<file path="config.mk">
export PLATFORM = sky130hd
export DESIGN_NAME = display_arbiter
export DESIGN_NICKNAME = d
export VERILOG_FILES = /design/src/rtl/display_arbiter.sv
export SDC_FILE = /design/constraint.sdc
export NUM_CORES = 1
export LEC_CHECK = 0
export BUFFER_PORTS_ARGS = -buffer_cell sky130_fd_sc_hd__buf_2
export CAP_MARGIN = 20
export CORE_UTILIZATION = 35
export CTS_CLUSTER_SIZE = 30
export DETAILED_ROUTE_END_ITERATION = 7
export GPL_TIMING_DRIVEN = 0
export PLACE_DENSITY = 0.73
export SYNTH_ARGS = -nofsm -noshare
export SYNTH_HDL_FRONTEND = slang
export SYNTH_SLANG_ARGS = --single-unit
</file>
<file path="constraint.sdc">
create_clock -name clk -period 3.55 [get_ports clk]
set_clock_uncertainty 0.2 [all_clocks]
set_input_delay 0.71 -clock clk [delete_from_list [all_inputs] [get_ports clk]]
set_output_delay 0.71 -clock clk [all_outputs]
set_load 0.05 [all_outputs]
</file>
<file path="src/rtl/display_arbiter.sv">
// display_arbiter: round-robin time-sharing of the seven-segment/LED display path between four
// requesters. Each grant is held for at least DWELL_CYCLES so a value stays human-readable.
//
// Optional feature macro: DISP_ARB_PREEMPT_EN
//   When defined, a rising req[3] (error requester) seizes the display at the next edge, and
//   req[3] wins every arbitration. Requester 3 itself is never preempted.
//
// Parameters
//   DWELL_CYCLES : minimum grant duration in clk cycles (>= 2)
//   IDLE_DATA    : data_display value while no grant is active
// Ports
//   clk          : system clock, rising-edge
//   rst_n        : asynchronous active-low reset
//   req[3:0]     : level request per requester (bit 3 = error)
//   data_in[95:0]: requester i value at data_in[24*i +: 24]
//   led_in[63:0] : requester i LEDs at led_in[16*i +: 16]
//   blink_in[3:0]: requester i blink request
//   grant[3:0]   : registered one-hot grant, zero when idle
//   data_display, led_display, blink_need : registered outputs to the display driver
module display_arbiter #(
  parameter int unsigned DWELL_CYCLES = 100_000_000,
  parameter logic [23:0] IDLE_DATA    = 24'd0
) (
  input  logic        clk,
  input  logic        rst_n,
  input  logic [3:0]  req,
  input  logic [95:0] data_in,
  input  logic [63:0] led_in,
  input  logic [3:0]  blink_in,
  output logic [3:0]  grant,
  output logic [23:0] data_display,
  output logic [15:0] led_display,
  output logic        blink_need
);

  localparam int unsigned CntW = $clog2(DWELL_CYCLES);
  localparam logic [CntW-1:0] CntMax = CntW'(DWELL_CYCLES - 1);

  typedef enum logic [1:0] {StIdle, StShow, StHold} state_e;

  state_e          state_q, state_d;
  logic [CntW-1:0] cnt_q, cnt_d;
  logic [1:0]      last_q, last_d;
  logic [3:0]      grant_q, grant_d;
  logic [23:0]     data_q, data_d;
  logic [15:0]     led_q, led_d;
  logic            blink_q, blink_d;

  logic            expired;
  logic            preempt_hit;
  logic            do_grant, do_copy, go_idle;
  logic [3:0]      pick_set;
  logic [1:0]      win;

  // Round-robin search starting after `last`, wrapping 3 -> 0. Iterating from the farthest
  // candidate to the nearest lets the nearest pending requester overwrite the result.
  function automatic logic [1:0] rr_pick(input logic [3:0] pend, input logic [1:0] last);
    logic [1:0] idx;
    logic [1:0] res;
    res = last;
    for (int i = 4; i >= 1; i--) begin
      idx = last + 2'(i);
      if (pend[idx]) res = idx;
    end
`ifdef DISP_ARB_PREEMPT_EN
    if (pend[3]) res = 2'd3;
`endif
    return res;
  endfunction

`ifdef DISP_ARB_PREEMPT_EN
  logic req3_q;

  always_ff @(posedge clk or negedge rst_n) begin
    if (!rst_n) req3_q <= 1'b0;
    else        req3_q <= req[3];
  end

  // Only a rising error request preempts, and only when someone else owns the display.
  assign preempt_hit = req[3] & ~req3_q & (last_q != 2'd3) & (state_q != StIdle);
`else
  assign preempt_hit = 1'b0;
`endif

  assign expired = (cnt_q == CntMax);

  always_comb begin
    state_d  = state_q;
    cnt_d    = expired ? cnt_q : cnt_q + 1'b1;
    last_d   = last_q;
    grant_d  = grant_q;
    data_d   = data_q;
    led_d    = led_q;
    blink_d  = blink_q;
    do_grant = 1'b0;
    do_copy  = 1'b0;
    go_idle  = 1'b0;
    pick_set = '0;

    case (state_q)
      StIdle: begin
        if (|req) begin
          do_grant = 1'b1;
          pick_set = req;
        end else begin
          go_idle = 1'b1;
        end
      end
      StShow: begin
        if (preempt_hit) begin
          do_grant = 1'b1;
          pick_set = 4'b1000;
        end else if (expired) begin
          if (|(req & ~grant_q)) begin
            do_grant = 1'b1;
            pick_set = req & ~grant_q;
          end else if (req[last_q]) begin
            do_copy = 1'b1;
          end else begin
            go_idle = 1'b1;
          end
        end else if (!req[last_q]) begin
          state_d = StHold;  // outputs keep their last values
        end else begin
          do_copy = 1'b1;
        end
      end
      StHold: begin
        if (preempt_hit) begin
          do_grant = 1'b1;
          pick_set = 4'b1000;
        end else if (expired) begin
          // The frozen owner re-requesting counts as pending and competes normally.
          if (|req) begin
            do_grant = 1'b1;
            pick_set = req;
          end else begin
            go_idle = 1'b1;
          end
        end
      end
      default: go_idle = 1'b1;
    endcase

    win = rr_pick(pick_set, last_q);

    if (go_idle) begin
      state_d = StIdle;
      cnt_d   = '0;
      grant_d = '0;
      data_d  = IDLE_DATA;
      led_d   = '0;
      blink_d = 1'b0;
    end

    // The owner of an active grant is always last_q.
    if (do_copy) begin
      data_d  = data_in[24*last_q +: 24];
      led_d   = led_in[16*last_q +: 16];
      blink_d = blink_in[last_q];
    end

    if (do_grant) begin
      state_d = StShow;
      cnt_d   = '0;
      last_d  = win;
      grant_d = 4'b0001 << win;
      data_d  = data_in[24*win +: 24];
      led_d   = led_in[16*win +: 16];
      blink_d = blink_in[win];
    end
  end

  always_ff @(posedge clk or negedge rst_n) begin
    if (!rst_n) begin
      state_q <= StIdle;
      cnt_q   <= '0;
      last_q  <= 2'd3;
      grant_q <= '0;
      data_q  <= IDLE_DATA;
      led_q   <= '0;
      blink_q <= 1'b0;
    end else begin
      state_q <= state_d;
      cnt_q   <= cnt_d;
      last_q  <= last_d;
      grant_q <= grant_d;
      data_q  <= data_d;
      led_q   <= led_d;
      blink_q <= blink_d;
    end
  end

  assign grant        = grant_q;
  assign data_display = data_q;
  assign led_display  = led_q;
  assign blink_need   = blink_q;

endmodule

</file>
==> results of run 1 <==
registers in the layout, summed over array words and instances (netlist names):
register,flops
state_q,2
cnt_q,27
led_display,16
last_q,2
blink_need,1
grant,4
data_display,24
area by class of cell:
cell class,instances,area share (%)
Antenna cell,1,0.0296
Buffer,59,5.20
Clock buffer,10,2.82
Clock inverter,6,1.58
Inverter,9,0.399
Multi-Input combinational cell,510,48.5
Sequential cell,76,22.5
Tap cell,225,3.33
Timing Repair Buffer,238,15.6
worst max-delay path by stage:
stage,startpoint,end,depth (start not counted)
after floorplan,cnt_q[11]$_DFFE_PN0P_,data_display[0]$_DFFE_PN0P_,11
after global placement,cnt_q[11]$_DFFE_PN0P_,data_display[10]$_DFFE_PN0P_,11
after detailed placement,cnt_q[11]$_DFFE_PN0P_,data_display[6]$_DFFE_PN0P_,11
after CTS,cnt_q[11]$_DFFE_PN0P_,data_display[9]$_DFFE_PN0P_,11
after global routing,cnt_q[1]$_DFFE_PN0P_,led_display[8]$_DFFE_PN0P_,11
final,cnt_q[1]$_DFFE_PN0P_,data_display[9]$_DFFE_PN0P_,11
stage by stage:
stage,hold WS (ns),area (um2)
2_1_floorplan,0.214,6240
3_3_place_gp,0.327,7590
3_5_place_dp,0.336,7620
4_1_cts,0.0486,8210
5_1_grt,0.0593,8460
6_report,0.0488,8460
power by group through the flow:
stage          Sequential, mW  Clock [mW]  Combinational, mW
2_1_floorplan            2.28           0               3.31
6_report                 1.42        1.18               6.31
4_1_cts                  1.41        1.18               5.90
3_5_place_dp             1.42           0               5.59
3_3_place_gp             1.42           0               5.49
5_1_grt                  1.45        1.22               6.72
cells in the mapped netlist, drive strengths merged, types with 2 or more instances:
| library cell | instances | area share (%) |
|---|---|---|
| nor2 | 81 | 5.0 |
| dfrtp | 74 | 30 |
| o21ai | 49 | 4.0 |
| a21oi | 47 | 3.8 |
| and3 | 44 | 4.4 |
| clkbuf | 44 | 2.7 |
| mux4 | 42 | 15 |
| a21boi | 41 | 4.9 |
| mux2i | 41 | 6.6 |
| o221ai | 41 | 5.8 |
| buf | 19 | 2.1 |
| nand2 | 15 | 1.0 |
| xnor2 | 14 | 2.0 |
| xor2 | 11 | 1.5 |
| inv | 9 | 0.54 |
| nand3 | 8 | 0.64 |
| nor2b | 8 | 0.80 |
| nand2b | 6 | 0.60 |
| nand4 | 6 | 0.60 |
| nor3b | 6 | 0.80 |
| or2 | 6 | 0.64 |
| ha | 5 | 1.0 |
| or4 | 5 | 0.60 |
| nor3 | 4 | 0.32 |
| nor4 | 3 | 0.30 |
| o211ai | 3 | 0.36 |
| or3 | 3 | 0.30 |
| a21o | 2 | 0.24 |
| a22o | 2 | 0.28 |
| and2 | 2 | 0.20 |
| dfstp | 2 | 0.84 |
| nand4b | 2 | 0.28 |
| o31ai | 2 | 0.32 |
what timing repair did:
action	4_1_cts	5_1_grt
pin swaps	5	9
gates cloned	1	2
buffers inserted	8	12
hold buffers	0	0
resized for setup	53	45
endpoints found under the setup margin	45	44
per-layer routing:
layer  vias up  wire, um
li1       2997         -
met2       376     11000
met5         -         0
met4         0       501
met3        54      1710
met1      3289      8910
worst register-to-register path, cell delays in order (launching register included):
cell and delay [ns]:
sky130_fd_sc_hd__dfrtp_1 0.40, sky130_fd_sc_hd__ha_2 0.20, sky130_fd_sc_hd__nand4_1 0.18, sky130_fd_sc_hd__or4_4 0.66, sky130_fd_sc_hd__o41a_1 0.53, sky130_fd_sc_hd__nor3b_4 0.29, sky130_fd_sc_hd__a211oi_4 0.09, sky130_fd_sc_hd__buf_6 0.14
sky130_fd_sc_hd__nand2_8 0.14, sky130_fd_sc_hd__buf_12 0.17, sky130_fd_sc_hd__mux2i_1 0.21, sky130_fd_sc_hd__o221ai_1 0.13
logic make-up (layout without fill, tap and decap cells):
kind of cell	Yosys count	in the layout
simple gates	201	201
buf+inv	72	322
fa+ha+maj	5	5
xor+xnor	25	25
compound gates	196	196
flops	76	76
other cells	0	1
mux	83	83
==> implementation parameters, run 1 <==
Parameter                              Value

Status
  Outcome    finished, final reports clean

Power
  Net Switching    about 4.4 mW
  Total leakage power    3.81 nW
  Seq pwr share    15.9%
  Clock share of power    13.2%
  Maximum VDD drop    0.000614 V
  Pwr/cell area    1050 mW/mm2
  Share of total power consumed by net switching    48.9%
  Cell Int Power    between 4 and 5 mW
  Comb power frac    70.9%
  Overall power of the completed layout    8.90 mW

Drt
  Vias/cell    5.92
  Number of detailed-route iterations in the first pass    6
  Post-route antenna net violation count    0
  Drt wl/cell    19.5 um
  Total length of routed wires    22200 um
  Number of vias in the routed layout    around 6700
  Drc violations    0
  Number of DRC markers in iteration 0    ~470

Setup path
  Register-to-register setup slack    0.06 ns
  Critical-path maximum fanout    10
  Worst Path Arrival    3.49 ns
  Origin of the critical flop-to-flop path    cnt_q[1]$_DFFE_PN0P_
  Worst endpoint required time    3.56 ns
  Number of buffers and inverters on the critical path    2
  Critical-path cell with the highest stage delay    sky130_fd_sc_hd__or4_4
  Type of element capturing the critical path    flip-flop
  Crit-path leading delay family    simple AND/OR/NAND/NOR gates
  Ordered list of cells on the worst path    ha_2, nand4_1, or4_4, o41a_1, nor3b_4, a211oi_4, buf_6, nand2_8, buf_12, mux2i_1, o221ai_1
  Number of cells on the worst reg-to-reg path    11
  Longest individual stage delay on the worst path    0.66 ns
  Type of element launching the critical path    flip-flop
  FF-to-FF End    data_display[9]$_DFFE_PN0P_
  Classification of the worst setup path    flip-flop to flip-flop

STA
  Setup_tns    0 ns
  Setup violators final    0
  Transition at the pin with the smallest max-transition slack    around 0.86 ns
  Final hold vios    0
  Final number of max-transition violations    0
  Final Cycle Share    98.2%
  RSZ-0062 raised after global routing    yes
  Worst setup margin    0.0647 ns
  Worst slew margin relative to its limit    between 40% and 50%
  Fmax    287 MHz
  Clock period minus final worst setup slack    3.49 ns

Cells and area
  Commonest cells after routing, fill and taps aside    sky130_fd_sc_hd__buf_2 (219), sky130_fd_sc_hd__nor2_1 (79), sky130_fd_sc_hd__dfrtp_1 (74)
  Number of nets at the end of the flow    1078
  Area of combinational cells with multiple inputs    0.00411 mm2
  Non-filler cells, final    1134
  Fill cell total of the finished layout    1628
  Most common library cell in the layout ignoring fill and taps    sky130_fd_sc_hd__buf_2
  Storage cell area    0.00190 mm2
  Relative area change from synthesis to final layout    35.7%
  Share of final-layout standard cells stronger than drive strength 1    40.1%
  Final Util    48.8%

Yosys
  Cells after synthesis    658
  Total of flip-flops plus latches after synthesis    76
  Basic-gate share of the synthesized area counting and, or, nand and nor cells    16.8%
  Compound-gate portion of the synthesized area    about a fifth
  Area of the mapped netlist    0.00624 mm2
  Adder-cell share of the synthesized area    under 10%
  Combinational family with the most area after synthesis    multiplexers
  Avg Inst Size Synth    9.48 um2
  Post-synth ARST share    100%
  Number of warnings printed during yosys synthesis    0
  Synth Area in XOR/XNOR    3.51%
  Sequential fraction of the synthesis area    between 30% and 40%
  Most instantiated flip-flop cell in the synthesis netlist    sky130_fd_sc_hd__dfrtp_1
  EDFF count, synth    0
  Synth cell types    55
  Synthesized Nets    833
  Share of synthesized area spent on multiplexers    ~22%

Placement
  Worst setup slack before clock tree synthesis    -0.570 ns
  RD Place Congestion    0.900
  Number of instances in the placed design    1098
  HPWL reported at the end of detailed placement    15600 um
  Input/output buffers    214

Global routing
  Met3 routing resource usage after global routing    4.49%
  Remaining global-route overflow    0
  Number of global-route vias before repair    6586
  Global-route wire length before repair    34000 um
  Initial antenna violation count    1
  Total global routing track utilization    23.8%
  Pin count of the biggest net entering global routing    60
  Met1 demand-to-capacity share in global routing    29.8%
  GR peak layer    met2
  Met2 layer usage reported by global route    40.7%

Clocking
  Clk pin slew, worst setup/hold paths    0.06 ns
  CTS tree    yes
  Number of levels the H-tree was split into    3
  Later-pin clock latency in the skew report    0.34 ns
  Root buffer cell    sky130_fd_sc_hd__clkbuf_16
  Sink count of the clock tree    76
  Maximum buffer depth of the clock tree    2
  Clock buffer count from CTS    9

Job
  Max-capacitance violation count    0

Die
  Die outline height    136 um
  Core area    around 0.017 mm2
  Die X-Extent    136 um
  Number of top-level pins    215
  Starting utilization of the core area    35.9%
  Total die area    0.0184 mm2
  Number of placement rows    48

Min path
  Type of the worst min-delay path    input pin to asynchronous set/reset pin
No activity file was read; power rests on OpenSTA's default activity.
==> run 2: changes to the inputs <==
PLACE_DENSITY = 0.59   (was 0.73)
TNS_END_PERCENT = 100   (was default)
==> implementation parameters, run 2 (synthesis results as in run 1) <==
Parameter                              Value

Status
  Outcome    finished, final reports clean

Cells and area
  Relative area change from synthesis to final layout    37.8%
  Register containing the most flip-flops in the final layout    cnt_q
  Number of flip-flops in the largest register    27 (unchanged)
  Antenna cells    0 (-1)
  Most common library cell in the layout ignoring fill and taps    sky130_fd_sc_hd__buf_2
  Number of nets at the end of the flow    1071 (-0.65%)
  Cell area after layout    0.00860 mm2 (+1.6%)
  Commonest cells after routing, fill and taps aside    sky130_fd_sc_hd__buf_2 (217), sky130_fd_sc_hd__nor2_1 (78), sky130_fd_sc_hd__dfrtp_1 (72)
  Share of final-layout standard cells stronger than drive strength 1    45.8% (+5.7 points)

STA
  Final number of max-transition violations    0 (unchanged)
  Transition at the pin with the smallest max-transition slack    0.872 ns (+0.0119 ns)
  Worst slew margin relative to its limit    41.9% (-0.80 points)
  Setup_tns    0 ns (unchanged)
  Setup violators final    0 (unchanged)
  Clock period minus final worst setup slack    3.51 ns (+0.0199 ns)
  Final Cycle Share    98.7% (+0.56 points)
  Fmax    285 MHz (-0.57%)
  RSZ-0062 raised after global routing    yes
  Final hold vios    0 (unchanged)

Global routing
  Pin count of the biggest net entering global routing    55 (-8.3%)
  Total global routing track utilization    23.7% (-0.099 points)
  Remaining global-route overflow    0 (unchanged)
  Initial antenna violation count    0 (-1)
  Global-route wire length before repair    33600 um (-1.2%)
  Number of global-route vias before repair    6426 (-2.4%)

Die
  Die X-Extent    136 um (unchanged)
  Starting utilization of the core area    35.9% (unchanged)
  Core area    0.0174 mm2 (unchanged)
  Die outline height    136 um (unchanged)
  Number of top-level pins    215 (unchanged)
  Number of placement rows    48 (unchanged)
  Total die area    0.0184 mm2 (unchanged)

Drt
  Drt wl/cell    19.5 um (-0.43%)
  Post-route antenna net violation count    0 (unchanged)
  Number of detailed-route iterations in the first pass    5 (-1)
  Number of DRC markers in iteration 0    380 (-19%)
  Number of vias in the routed layout    6429 (-4.3%)
  Drc violations    0 (unchanged)
  Total length of routed wires    21900 um (-1.1%)
  Vias/cell    5.71 (-3.6%)

Power
  Pwr/cell area    1060 mW/mm2 (+0.65%)
  Total leakage power    3.75 nW (-1.5%)
  Maximum VDD drop    0.000515 V (-16%)

Placement
  RD Place Congestion    0.810 (-10%)
  Instance area after placement    0.00762 mm2 (unchanged)
  HPWL reported at the end of detailed placement    15400 um (-1.7%)
  Input/output buffers    214 (unchanged)

Setup path
  Classification of the worst setup path    flip-flop to flip-flop
  Type of element capturing the critical path    flip-flop
  Worst endpoint required time    3.56 ns (about the same)
  Worst Path Arrival    3.52 ns (+0.03 ns)
  Register-to-register setup slack    0.04 ns (-0.02 ns)
  Type of element launching the critical path    flip-flop
  Critical-path maximum fanout    7 (-3)

Clocking
  Number of levels the H-tree was split into    3 (unchanged)
  Root buffer cell    sky130_fd_sc_hd__clkbuf_16
  Maximum buffer depth of the clock tree    2 (unchanged)
  Sink count of the clock tree    76 (unchanged)
  CTS tree    yes
  Later-pin clock latency in the skew report    0.35 ns (about the same)
  Clock buffer count from CTS    9 (unchanged)
  Clk pin slew, worst setup/hold paths    0.07 ns (about the same)

Job
  Max-capacitance violation count    0 (unchanged)

Min path
  Type of the worst min-delay path    input pin to asynchronous set/reset pin
-- run 2: report_power, final --
part,internal (mW),switching [mW]
Sequential,1.21,0.208
Clock,0.635,0.376
Combinational,2.77,3.90
-- run 2: routing by layer --
| layer | global-route usage, % | part of all wire, % | wire length (um) | vias up |
|---|---|---|---|---|
| met5 | 0 | 0 | 0 | - |
| met2 | 39.9 | 51 | 11200 | 229 |
| met1 | 30.1 | 42 | 9100 | 3205 |
| met4 | 6.87 | 1.4 | 312 | 0 |
| met3 | 5.65 | 6.1 | 1340 | 21 |
| li1 | - | - | - | 2974 |
-- run 2: cell type report --
cell class,count,area [um2]
fill,1673,8760
multi-input combinational,510,4350
sequential,76,1910
timing repair buffer,231,1290
buffer,59,423
tap,225,282
clock buffer,12,246
clock inverter,4,72.6
inverter,9,33.8
-- run 2: path summary, 6_finish.rpt --
check | startpoint | endpoint | cells after the start
max | cnt_q[17]$_DFFE_PN0P_ | led_display[9]$_DFFE_PN0P_ | 11
min | rst_n | data_display[12]$_DFFE_PN0P_ | 1
max in group asynchronous | rst_n | cnt_q[0]$_DFFE_PN0P_ | 2
max reg2reg | cnt_q[17]$_DFFE_PN0P_ | led_display[9]$_DFFE_PN0P_ | 11
min in group clk | led_display[2]$_DFFE_PN0P_ | led_display[2]$_DFFE_PN0P_ | 2
min reg2reg | led_display[2]$_DFFE_PN0P_ | led_display[2]$_DFFE_PN0P_ | 2
-- run 2: stage by stage --
step                worst slack [ns]  utilization (%)  hold WS (ns)  cells  power (mW)
floorplan                      0.225                -         0.214    658        5.59
global placement              -0.536             43.7         0.331   1097        7.01
detailed placement            -0.523             43.9         0.333   1098        7.04
CTS                          0.00120             46.4        0.0856   1120        8.19
global route                 -0.0599             49.5        0.0932   1126        9.66
finish                        0.0448             49.5        0.0824   1126        9.10
-- run 2: what timing repair did --
| action | CTS | global route |
|---|---|---|
| hold endpoints to repair | 0 | 0 |
| cloned | 1 | 3 |
| setup buffers | 7 | 5 |
| gates resized for setup | 33 | 134 |
| setup endpoints to repair | 45 | 45 |
| hold buffers | 0 | 0 |
| pin swaps | 4 | 41 |
-- run 2: critical path, cell delays in order, from the launching register on --
cell,delay [ns]
sky130_fd_sc_hd__dfrtp_1,0.38
sky130_fd_sc_hd__or4_4,0.54
sky130_fd_sc_hd__or4_4,0.52
sky130_fd_sc_hd__o41a_1,0.49
sky130_fd_sc_hd__nor3b_2,0.26
sky130_fd_sc_hd__a211oi_2,0.09
sky130_fd_sc_hd__buf_4,0.17
sky130_fd_sc_hd__buf_12,0.15
sky130_fd_sc_hd__clkbuf_16,0.15
sky130_fd_sc_hd__and3_4,0.18
sky130_fd_sc_hd__o21ai_2,0.12
sky130_fd_sc_hd__o221ai_1,0.12
